===== src/rtl/sn74xx251_scan_ctrl.sv =====
`default_nettype none
// ==========================================================================
// sn74xx251_scan_ctrl : scans enabled channels of an external '251 8:1 mux
// into an 8-bit result. Define SN74_SCAN_CHECK_EN to check the complement output.
// Rev 1.0 : initial release
// ==========================================================================
module sn74xx251_scan_ctrl #(
  parameter int SETTLE = 1
) (
  input  logic       clk,
  input  logic       rst_n,
  input  logic       start,
  input  logic [7:0] mask,
  output logic [2:0] sel,
  output logic       strobe,
  input  logic       mux_out,
  input  logic       mux_nout,
  output logic [7:0] data,
  output logic       busy,
  output logic       done,
  output logic       err
);

  typedef enum logic [2:0] {
    S_IDLE   = 3'd0,
    S_SETUP  = 3'd1,
    S_ENABLE = 3'd2,
    S_SAMPLE = 3'd3,
    S_DONE   = 3'd4
  } state_t;

  localparam logic [3:0] c_settle_last = 4'(SETTLE - 1);

  state_t     r_state;
  logic [7:0] r_pend;
  logic [2:0] r_ch;
  logic [3:0] r_cnt;
  logic [7:0] r_shadow;
  logic [2:0] r_sel;
  logic       r_strobe;
  logic [7:0] r_data;
  logic       r_busy;
  logic       r_done;

  logic [7:0] w_pend_rem;
  logic [7:0] w_shadow_upd;
  logic [2:0] w_next_ch;

  function automatic logic [2:0] f_lowest(input logic [7:0] v);
    logic [2:0] idx;
    idx = 3'd0;
    for (int i = 7; i >= 0; i--) begin
      if (v[i]) idx = 3'(i);
    end
    return idx;
  endfunction

  // Channels still to visit after the current one; shadow bit is known clear here.
  assign w_pend_rem   = r_pend & ~(8'd1 << r_ch);
  assign w_shadow_upd = r_shadow | ({7'd0, mux_out} << r_ch);
  assign w_next_ch    = f_lowest(w_pend_rem);

  always_ff @(posedge clk) begin
    if (!rst_n) begin
      r_state  <= S_IDLE;
      r_pend   <= 8'd0;
      r_ch     <= 3'd0;
      r_cnt    <= 4'd0;
      r_shadow <= 8'd0;
      r_sel    <= 3'd0;
      r_strobe <= 1'b1;
      r_data   <= 8'd0;
      r_busy   <= 1'b0;
      r_done   <= 1'b0;
    end else begin
      r_done <= 1'b0;
      case (r_state)
        S_IDLE: begin
          r_sel    <= 3'd0;
          r_strobe <= 1'b1;
          r_busy   <= 1'b0;
          if (start) begin
            r_shadow <= 8'd0;
            if (mask != 8'd0) begin
              r_pend  <= mask;
              r_ch    <= f_lowest(mask);
              r_sel   <= f_lowest(mask);
              r_busy  <= 1'b1;
              r_state <= S_SETUP;
            end else begin
              r_data  <= 8'd0;
              r_done  <= 1'b1;
              r_state <= S_DONE;
            end
          end
        end
        S_SETUP: begin
          r_strobe <= 1'b0;
          r_cnt    <= 4'd0;
          r_state  <= S_ENABLE;
        end
        S_ENABLE: begin
          if (r_cnt == c_settle_last) begin
            r_cnt   <= 4'd0;
            r_state <= S_SAMPLE;
          end else begin
            r_cnt <= r_cnt + 4'd1;
          end
        end
        S_SAMPLE: begin
          // Output-disable goes up together with any sel change (break-before-make).
          r_shadow <= w_shadow_upd;
          r_pend   <= w_pend_rem;
          r_strobe <= 1'b1;
          if (w_pend_rem != 8'd0) begin
            r_ch    <= w_next_ch;
            r_sel   <= w_next_ch;
            r_state <= S_SETUP;
          end else begin
            r_sel   <= 3'd0;
            r_busy  <= 1'b0;
            r_done  <= 1'b1;
            r_data  <= w_shadow_upd;
            r_state <= S_DONE;
          end
        end
        S_DONE: begin
          r_state <= S_IDLE;
        end
        default: begin
          r_state <= S_IDLE;
        end
      endcase
    end
  end

`ifdef SN74_SCAN_CHECK_EN
  logic r_err;

  always_ff @(posedge clk) begin
    if (!rst_n) begin
      r_err <= 1'b0;
    end else if (r_state == S_IDLE && start) begin
      r_err <= 1'b0;
    end else if (r_state == S_SAMPLE && (mux_nout == mux_out)) begin
      r_err <= 1'b1;
    end
  end

  assign err = r_err;
`else
  logic w_unused_nout;
  assign w_unused_nout = mux_nout;
  assign err           = 1'b0;
`endif

  assign sel    = r_sel;
  assign strobe = r_strobe;
  assign data   = r_data;
  assign busy   = r_busy;
  assign done   = r_done;

endmodule
`default_nettype wire

===== config.mk =====
export PLATFORM = sky130hd
export DESIGN_NAME = sn74xx251_scan_ctrl
export DESIGN_NICKNAME = d
export VERILOG_FILES = /design/src/rtl/sn74xx251_scan_ctrl.sv
export SDC_FILE = /design/constraint.sdc
export NUM_CORES = 1
export LEC_CHECK = 0
export BUFFER_PORTS_ARGS = -buffer_cell sky130_fd_sc_hd__clkbuf_2
export CORE_MARGIN = 1.5
export CORE_UTILIZATION = 49
export CTS_BUF_LIST = sky130_fd_sc_hd__clkbuf_2 sky130_fd_sc_hd__clkbuf_4 sky130_fd_sc_hd__clkbuf_8
export CTS_CLUSTER_SIZE = 12
export DETAILED_ROUTE_END_ITERATION = 10
export PLACE_DENSITY = 0.67
export SETUP_SLACK_MARGIN = 0.3
export SYNTH_ARGS = -nofsm -noshare
export SYNTH_HDL_FRONTEND = slang
export SYNTH_SLANG_ARGS = --single-unit

===== constraint.sdc =====
create_clock -name clk -period 3.27 [get_ports clk]
set_clock_uncertainty 0.1 [all_clocks]
set_input_delay 0 -clock clk [delete_from_list [all_inputs] [get_ports clk]]
set_output_delay 0 -clock clk [all_outputs]
set_load 0.005 [all_outputs]

# Yosys cells after proc, flatten, opt, wreduce, memory -nomap -nowiden
# Index checks and enable logic that the tools add are counted.
# classes
n_eq_ne	9
bitwise_logic	3
shifts	2
add_sub_neg	1
reduce_logical	14
muxes	49
# ops
operator	n
$mux W3	26
$mux W8	6
$pmux W8 S2	3
$reduce_bool A8 Y1	2
$ne A2 B2 Y1 const B	6
$pmux W3 S2	2
$pmux W3 S4	1
$and A8 B8 Y8	1
$not A8 Y8	1
$or A8 B8 Y8	1
$pmux W4 S2	1
$reduce_and A4 Y1	2
$shl A1 B3 Y8	1
$shl A1 B3 Y8 const A	1
$eq A3 B2 Y1 const B	2
$mux W1	6
$pmux W1 S2	3
$reduce_and A2 Y1	3
$reduce_bool A2 Y1	3
$add A4 B1 Y4 const B	1
$logic_not A4 Y1	1
$mux W4	1
$eq A3 B1 Y1 const B	1
$logic_not A3 Y1	1
2 further kinds	2
# word_totals
register_bits	40
wordCells	88

# Depth between registers and ports, before layout
# Gate-level depths: netlist of run 1.
# logic_depth
ltp_word	13
ltp_mapped	7

# Least setup slack after synthesis of run 1
# OpenSTA, ideal clock, no wires.
# synth_path
kind	reg-to-reg
start	register r_ch[0]
end	register r_data[7], in the netlist data[7]
required_ps	3098
slack_ps	1506
stages_incl_launch_ff	7
arrival_ps	1593
path_cell_list	dfxtp_1 > buf_6 > nor4bb_1 > or3_4 > and4b_4 > a211oi_4 > o2bb2ai_1
# synth_between
elab_chain_cells	6
# synth_rtl
item	line_no	rtl
start, declared	36	logic [2:0] r_ch;
start signal, assigned	86	r_ch <= f_lowest(mask);
start signal, assigned	116	r_ch <= w_next_ch;
$shl A1 B3 Y8	59	assign w_pend_rem = r_pend & ~(8'd1 << r_ch);
$not A8 Y8	59	
$and A8 B8 Y8	59	
$reduce_bool A8 Y1	115	if (w_pend_rem != 8'd0) begin
$ne A2 B2 Y1 (no source line)	n/a	
$reduce_and A4 Y1 (no source line)	n/a	
end signal, assigned	123	r_data <= w_shadow_upd;
end, declared	41	logic [7:0] r_data;
# Several ways; a longest one is shown, not always the timed one. The select of a mux whose other input is x is not followed.
# A chain may end at the register's enable or synchronous reset.

# Worst setup path in the final report of run 1
# layout_path
start	register r_ch[2]
end	register r_data[3], in the netlist data[3]
# Same word-level chain as after synthesis.

==> results of run 1 <==
cells by family (layout without fill, tap and decap cells):
group	count (synthesis)	after routing
adder cells (fa/ha/maj)	2	2
other	1	1
flip-flops	40	40
AND/OR/NAND/NOR	100	100
AO/OA/AOI/OAI	98	98
multiplexers	2	2
XOR/XNOR	1	1
buffers and inverters	26	50
area by class of cell:
cell class | instances | area [sq um]
Tap cell | 52 | 65.1
Timing Repair Buffer | 34 | 215
Fill cell | 390 | 1850
Clock buffer | 7 | 96.3
Sequential cell | 40 | 801
Inverter | 8 | 30.0
Clock inverter | 1 | 30.0
Multi-Input combinational cell | 204 | 1270
placed cells by master, fill, tap and decap left out, drive strengths merged, types with 3 or more instances in the layout:
master | Yosys | final
o211ai | 4 | 4
nand3b | 4 | 4
dfxtp | 40 | 40
nand2 | 24 | 24
nor3 | 9 | 9
o21ai | 27 | 27
o2bb2ai | 9 | 9
nor2 | 28 | 28
clkbuf | 6 | 32
dlygate4sd3 | 0 | 9
a21oi | 29 | 29
a211oi | 7 | 7
nand2b | 5 | 5
or3 | 4 | 4
inv | 8 | 8
o21a | 4 | 4
nor2b | 5 | 5
and2 | 3 | 3
metrics by stage:
step	cells	util	instance area (sq um)	hold slack [ns]
2_1_floorplan	270	-	2200	0.0360
3_3_place_gp	329	0.526	2290	0.174
3_5_place_dp	329	0.526	2290	0.174
4_1_cts	346	0.576	2510	0.0591
5_1_grt	346	0.576	2510	0.0664
6_report	346	0.576	2510	0.0695
flip-flops by register name, summed over array words and instances (netlist names):
name / count
r_shadow: 8
data: 8
busy: 1
r_cnt: 4
done: 1
r_pend: 8
r_state: 3
sel: 3
r_ch: 3
strobe: 1
power by group through the flow:
stage | combinational [mW] | clock [mW] | sequential (mW)
detailed placement | 0.262 | 0 | 0.586
global placement | 0.259 | 0 | 0.586
global route | 0.308 | 0.463 | 0.584
CTS | 0.271 | 0.447 | 0.574
finish | 0.274 | 0.438 | 0.575
floorplan | 0.250 | 0 | 0.548
per-layer routing:
metal	global-route usage	wire length [um]	up-vias
met4	0.0962	114	0
met5	0	0	-
met2	0.350	2300	35
met1	0.297	2490	946
li1	-	-	1028
met3	0.0317	154	12
final timing paths:
path                                               start                       end
worst max-delay path                r_ch[2]$_SDFFE_PN0P_      data[3]$_SDFFE_PN0P_
worst min-delay path                             mask[1]    r_pend[1]$_SDFFE_PN0P_
worst max register to register      r_ch[2]$_SDFFE_PN0P_      data[3]$_SDFFE_PN0P_
worst min register to register  r_shadow[0]$_SDFFE_PN0P_  r_shadow[0]$_SDFFE_PN0P_
tightest hold or removal path: cells and delay by family:
| family | cells | cell delay [ns] |
|---|---|---|
| AO/OA/AOI/OAI | 2 | 0.28 |
| buffers and inverters | 1 | 0.14 |
timing repair:
action | in CTS | in global routing
buffers inserted | 0 | 0
hold buffers | 9 | 0
endpoints found under the setup margin | 0 | 0
endpoints found under the hold margin | 13 | 0
resized for setup | 0 | 0
==> results.tsv, run 1 <==
stage	metric	value	unit
run_status	status	complete, no violations	
critical_path	crit path max fanout	24	
synthesis	Synth Area in Compound Gates	0.299	
synthesis	Post-synth EDFFs	0	
clock_network	CTS tree	built	
die	# rows	24	
synthesis	largest family of logic cells by synthesized area	compound AO/OA/AOI/OAI gates	
sta	RSZ-0062 raised after global routing	false	
finish	# diodes	0	
grt	initial antenna violation count	0	
synthesis	top-count cell post-synth	dfxtp_1	
clock_network	Clock Latency Late Sink	0.29	ns
placement	dpl ws	0.937	ns
synthesis	Gate Count Post-Synth	270	
routing	post-route antenna net violation count	0	
clock_network	Clk pin slew, worst setup/hold paths	0.07	ns
clock_network	CTS H-Tree Depth	2	
synthesis	YS warnings	0	
clock_network	root buf cell	clkbuf_8	
pwr	Logic pwr share	0.213	
synthesis	sequential area share after synthesis	0.363	
critical_path	Buf/Inv on CP	0	
pwr	Clock power frac	0.340	
placement	GP Congestion	0.864	
placement	I/O Buffers	25	
critical_path	FF-to-FF setup slack	0.89	ns
sta	Worst Tran Pin Value	0.834	ns
grt	total congestion overflow	0	
routing	Routed WL	5070	um
synthesis	Synth async-reset ratio	0	
synthesis	Syn Area/Cell	8.16	sq um
synthesis	mapped cell area	2200	sq um
die	core area	4350	sq um
clock_network	Num CTS Buffers	5	
synthesis	fraction of synthesized area in multiplexers	0.00909	
synthesis	area leader, netlist	dfxtp_1	
pwr	Flop pwr share	0.447	
sta	Hold Fails Final Rpt	0	
critical_path	CP max stage cell	dfxtp_1	
synthesis	Post-synth top cells	dfxtp_1, a21oi_1, nor2_1	
synthesis	simple logic cell fraction of the synthesized area	0.251	
pwr	Pwr Total	1.29	mW
clock_network	Longest Clk Path Bufs	2	
placement	DP HPWL	3510	um
routing	vias per std cell	5.84	
clock_network	clk sink count	40	
sta	Achievable Freq	420	MHz
routing	WL per Instance	14.6	um
routing	initial DRC count	91	
sta	Final Cycle Share	0.728	
sta	Slew Viols, Final	0	
grt	first-pass GRT wire length	8740	um
critical_path	Crit path required time	3.39	ns
critical_path	CP delay by family, top	simple AND/OR/NAND/NOR gates	
finish	layout cell share with drive strength beyond 1	0.153	
pwr	Pwr Density	513	nW/um^2
critical_path	worst reg-to-reg path cell count	5	
synthesis	Synth Area in Adders	0.0114	
die	Die Y	70.1	um
sta	final critical-path setup slack	0.890	ns
routing	DR DRC count	0	
synthesis	post-synth cell types	58	
critical_path	Critical Path, Cell by Cell	nor4b_1 -> or3_4 -> and4b_4 -> a211oi_4 -> o2bb2ai_1	
finish	nets	308	
finish	Area Overhead vs Synth	13.8	%
die	die area	4910	sq um
synthesis	Yosys top cell area share	0.363	
critical_path	Crit. End Element	register	
synthesis	largest cells by area after synthesis	dfxtp_1, a21oi_1, nor2_1, o21ai_0, nand2_1	
routing	vias after detailed routing	2021	
die	Initial Util	0.506	
routing	DR pass1 iterations	4	
critical_path	CP Depth	5	
pwr	Leakage	0.921	nW
pwr	Net Sw Frac	0.300	
grt	largest net degree at the start of global routing	25	
pwr	Max VDD drop	305	uV
synthesis	flops & latches, synth	40	
grt	vias in the first global route	1857	
critical_path	Crit path largest cell delay	0.77	ns
critical_path	critical path arrival	2.50	ns
min_path	Hold Crit Depth	3	
pwr	internal power	0.901	mW
critical_path	WS Path Type	reg -> reg	
synthesis	Top FF cell, synth	dfxtp_1	
synthesis	syn_nets	285	
sta	Max-Slew Margin vs Limit	0.439	
grt	Total GRT Usage	0.220	
critical_path	CP startpoint kind	register	
sta	Final setup viols	0	
run	Max Cap Violations	0	
synthesis	XOR/XNOR share of the synthesized area	0.00398	
sta	Tmin final	2.38	ns
die	IO Pins	28	
min_path	Worst Hold Class	in -> reg	
sta	setup_tns	0	ns
pwr	switching power	0.386	mW
die	Die W	70.1	um
No activity file was read; power rests on OpenSTA's default activity.
==> run 2: changes to the inputs <==
- ABC_AREA: unset -> 1
- clock period: 3.27 -> 2.2 ns (I/O delays scaled with it)
==> results.tsv, run 2 <==
stage	metric	value	unit
synthesis	Yosys top cell area share	0.364	
critical_path	Crit. End Element	register	
routing	DR DRC count	0	
synthesis	sequential area share after synthesis	0.364	
synthesis	largest cells by area after synthesis	dfxtp_1, nand2_1, inv_1, a21oi_1, nor2_1	
placement	DP HPWL	3380	um
synthesis	post-synth cell types	38	
critical_path	Crit path largest cell delay	0.39	ns
routing	routed wl met2	2260	um
clock_network	Clock Latency Late Sink	0.29	ns
grt	Total GRT Usage	0.214	
sta	Final setup viols	0	
routing	Routed WL	4700	um
sta	setup_tns	0	ns
sta	Worst Tran Pin Value	0.789	ns
routing	vias after detailed routing	1978	
critical_path	critical path startpoint	r_ch[2]$_SDFFE_PN0P_	
finish	# diodes	0	
clock_network	CTS H-Tree Depth	2	
critical_path	Crit path required time	2.25	ns
min_path	Worst Hold Class	in -> reg	
finish	layout cell share with drive strength beyond 1	0.240	
clock_network	Num CTS Buffers	5	
grt	vias in the first global route	1878	
die	Initial Util	0.509	
critical_path	Worst setup endpoint	data[4]$_SDFFE_PN0P_	
sta	Max-Slew Margin vs Limit	0.473	
critical_path	CP max stage cell	dfxtp_2	
critical_path	WS Path Type	reg -> reg	
pwr	Pwr Total	1.90	mW
die	IO Pins	28	
run	Max Cap Violations	0	
sta	Hold Slack	0.0406	ns
finish	nets	349	
sta	RSZ-0062 raised after global routing	false	
synthesis	top-count cell post-synth	nand2_1	
clock_network	root buf cell	clkbuf_8	
clock_network	CTS tree	built	
sta	Hold Fails Final Rpt	0	
synthesis	Top FF cell, synth	dfxtp_1	
pwr	Pwr Density	755	nW/um^2
routing	met3 WL	179	um
clock_network	clk sink count	40	
critical_path	worst reg-to-reg path cell count	9	
die	# rows	24	
die	die area	4900	sq um
sta	Final Cycle Share	0.782	
placement	I/O Buffers	25	
routing	DR top layer	met4	
run_status	status	complete, no violations	
finish	register area	805	sq um
synthesis	Post-synth EDFFs	0	
synthesis	Synth async-reset ratio	0	
synthesis	mapped cell area	2200	sq um
critical_path	RR Endpoint	data[4]$_SDFFE_PN0P_	
finish	final-layout fill cell count	425	
synthesis	YS warnings	0	
die	Die W	70.0	um
finish	Final Util	0.581	
sta	Tmin final	1.72	ns
clock_network	Clk pin slew, worst setup/hold paths	0.07	ns
grt	first-pass GRT wire length	8450	um
critical_path	CP Depth	9	
routing	DR pass1 iterations	4	
finish	most frequent cells in the layout	nand2_1, dfxtp_1, inv_1	
die	core area	4320	sq um
pwr	Leakage	1.06	nW
grt	largest net degree at the start of global routing	23	
critical_path	critical path arrival	1.77	ns
pwr	Max VDD drop	310	uV
sta	Slew Viols, Final	0	
finish	Area Overhead vs Synth	14.2	%
synthesis	area leader, netlist	dfxtp_1	
routing	vias per std cell	5.12	
synthesis	syn_nets	319	
finish	area of the multi-input gates	1150	sq um
grt	total congestion overflow	0	
placement	GP Congestion	0.871	
routing	WL per Instance	12.2	um
die	Die Y	70.0	um
grt	initial antenna violation count	0	
routing	DRT met1 WL	2190	um
critical_path	CP startpoint kind	register	
critical_path	Buf/Inv on CP	2	
sta	Achievable Freq	581	MHz
critical_path	CP delay by family, top	simple AND/OR/NAND/NOR gates	
min_path	Hold Crit Depth	5	
critical_path	start of the worst register-to-register path	r_ch[2]$_SDFFE_PN0P_	
synthesis	Post-synth top cells	nand2_1, dfxtp_1, inv_1	
synthesis	flops & latches, synth	40	
critical_path	FF-to-FF setup slack	0.48	ns
finish	commonest non-fill, non-tap cell in the layout	nand2_1	
synthesis	Syn Area/Cell	7.24	sq um
min_path	HP Start	start	
clock_network	Longest Clk Path Bufs	2	
critical_path	Critical Path, Cell by Cell	buf_4 -> o21ai_2 -> nand2_2 -> nor2_4 -> nand3_4 -> nand2_8 -> inv_4 -> nand2_1 -> a21oi_2	
synthesis	Gate Count Post-Synth	304	
routing	post-route antenna net violation count	0	
critical_path	crit path max fanout	10	
routing	initial DRC count	98	
[run 2: changes by cell type after synthesis, sizes merged, moves of 7 or more]
cell,before,now
nand4,0,8
nand2,24,75
inv,8,40
a211oi,7,0
nor3,9,1
nand3,2,19
o2bb2ai,9,0
[run 2: report_power, final]
part	internal, mW	switching [mW]	total, mW
clock	0.228	0.247	0.475
combinational	0.205	0.363	0.568
sequential	0.790	0.0634	0.854
[run 2: layout make-up]
type                       count  share of cell area
sequential                    40               0.320
timing repair buffer          36              0.0956
tap                           52              0.0259
clock buffer                   6              0.0304
multi-input combinational    210               0.457
inverter                      41              0.0692
clock inverter                 1             0.00199
[run 2: kinds of logic after synthesis]
family	count (synthesis)	synth area share
buffers and inverters	54	0.115
XOR/XNOR	1	0.00398
adder cells (fa/ha/maj)	2	0.0114
flip-flops	40	0.364
other	1	0.00170
AO/OA/AOI/OAI	69	0.201
AND/OR/NAND/NOR	137	0.302
[run 2: how the worst min path moves through the flow]
stage               slack (ns)                endpoint
global route              0.08       busy$_SDFFE_PN0P_
CTS                       0.03       busy$_SDFFE_PN0P_
detailed placement        0.18  r_pend[3]$_SDFFE_PN0P_
finish                    0.04       busy$_SDFFE_PN0P_
floorplan                 0.06  r_pend[2]$_SDFFE_PN0P_
global placement          0.18  r_pend[2]$_SDFFE_PN0P_
[run 2: metal layers]
layer / GRT usage / vias up
li1: - / 1041
met1: 0.281 / 897
met2: 0.346 / 34
met3: 0.0462 / 6
met4: 0.0812 / 0
met5: 0 / -
[run 2: timing repair]
action	CTS	global route
hold buffers	8	0
hold endpoints to repair	8	0
endpoints found under the setup margin	0	15
gates resized for setup	0	4
setup buffers	0	1
[run 2: through the flow]
step,setup WS [ns],cell area [sq um],cells
after floorplan,0.647,2200,304
after global placement,0.365,2330,370
after detailed placement,0.330,2330,370
after CTS,0.317,2490,385
after global routing,0.310,2510,386
final,0.479,2510,386
[run 2: worst register-to-register path, stage by stage, from the launching register on]
cell and delay, ns:
dfxtp_2 0.39, buf_4 0.17, o21ai_2 0.19, nand2_2 0.11, nor2_4 0.14, nand3_4 0.14
nand2_8 0.14, inv_4 0.08, nand2_1 0.07, a21oi_2 0.05
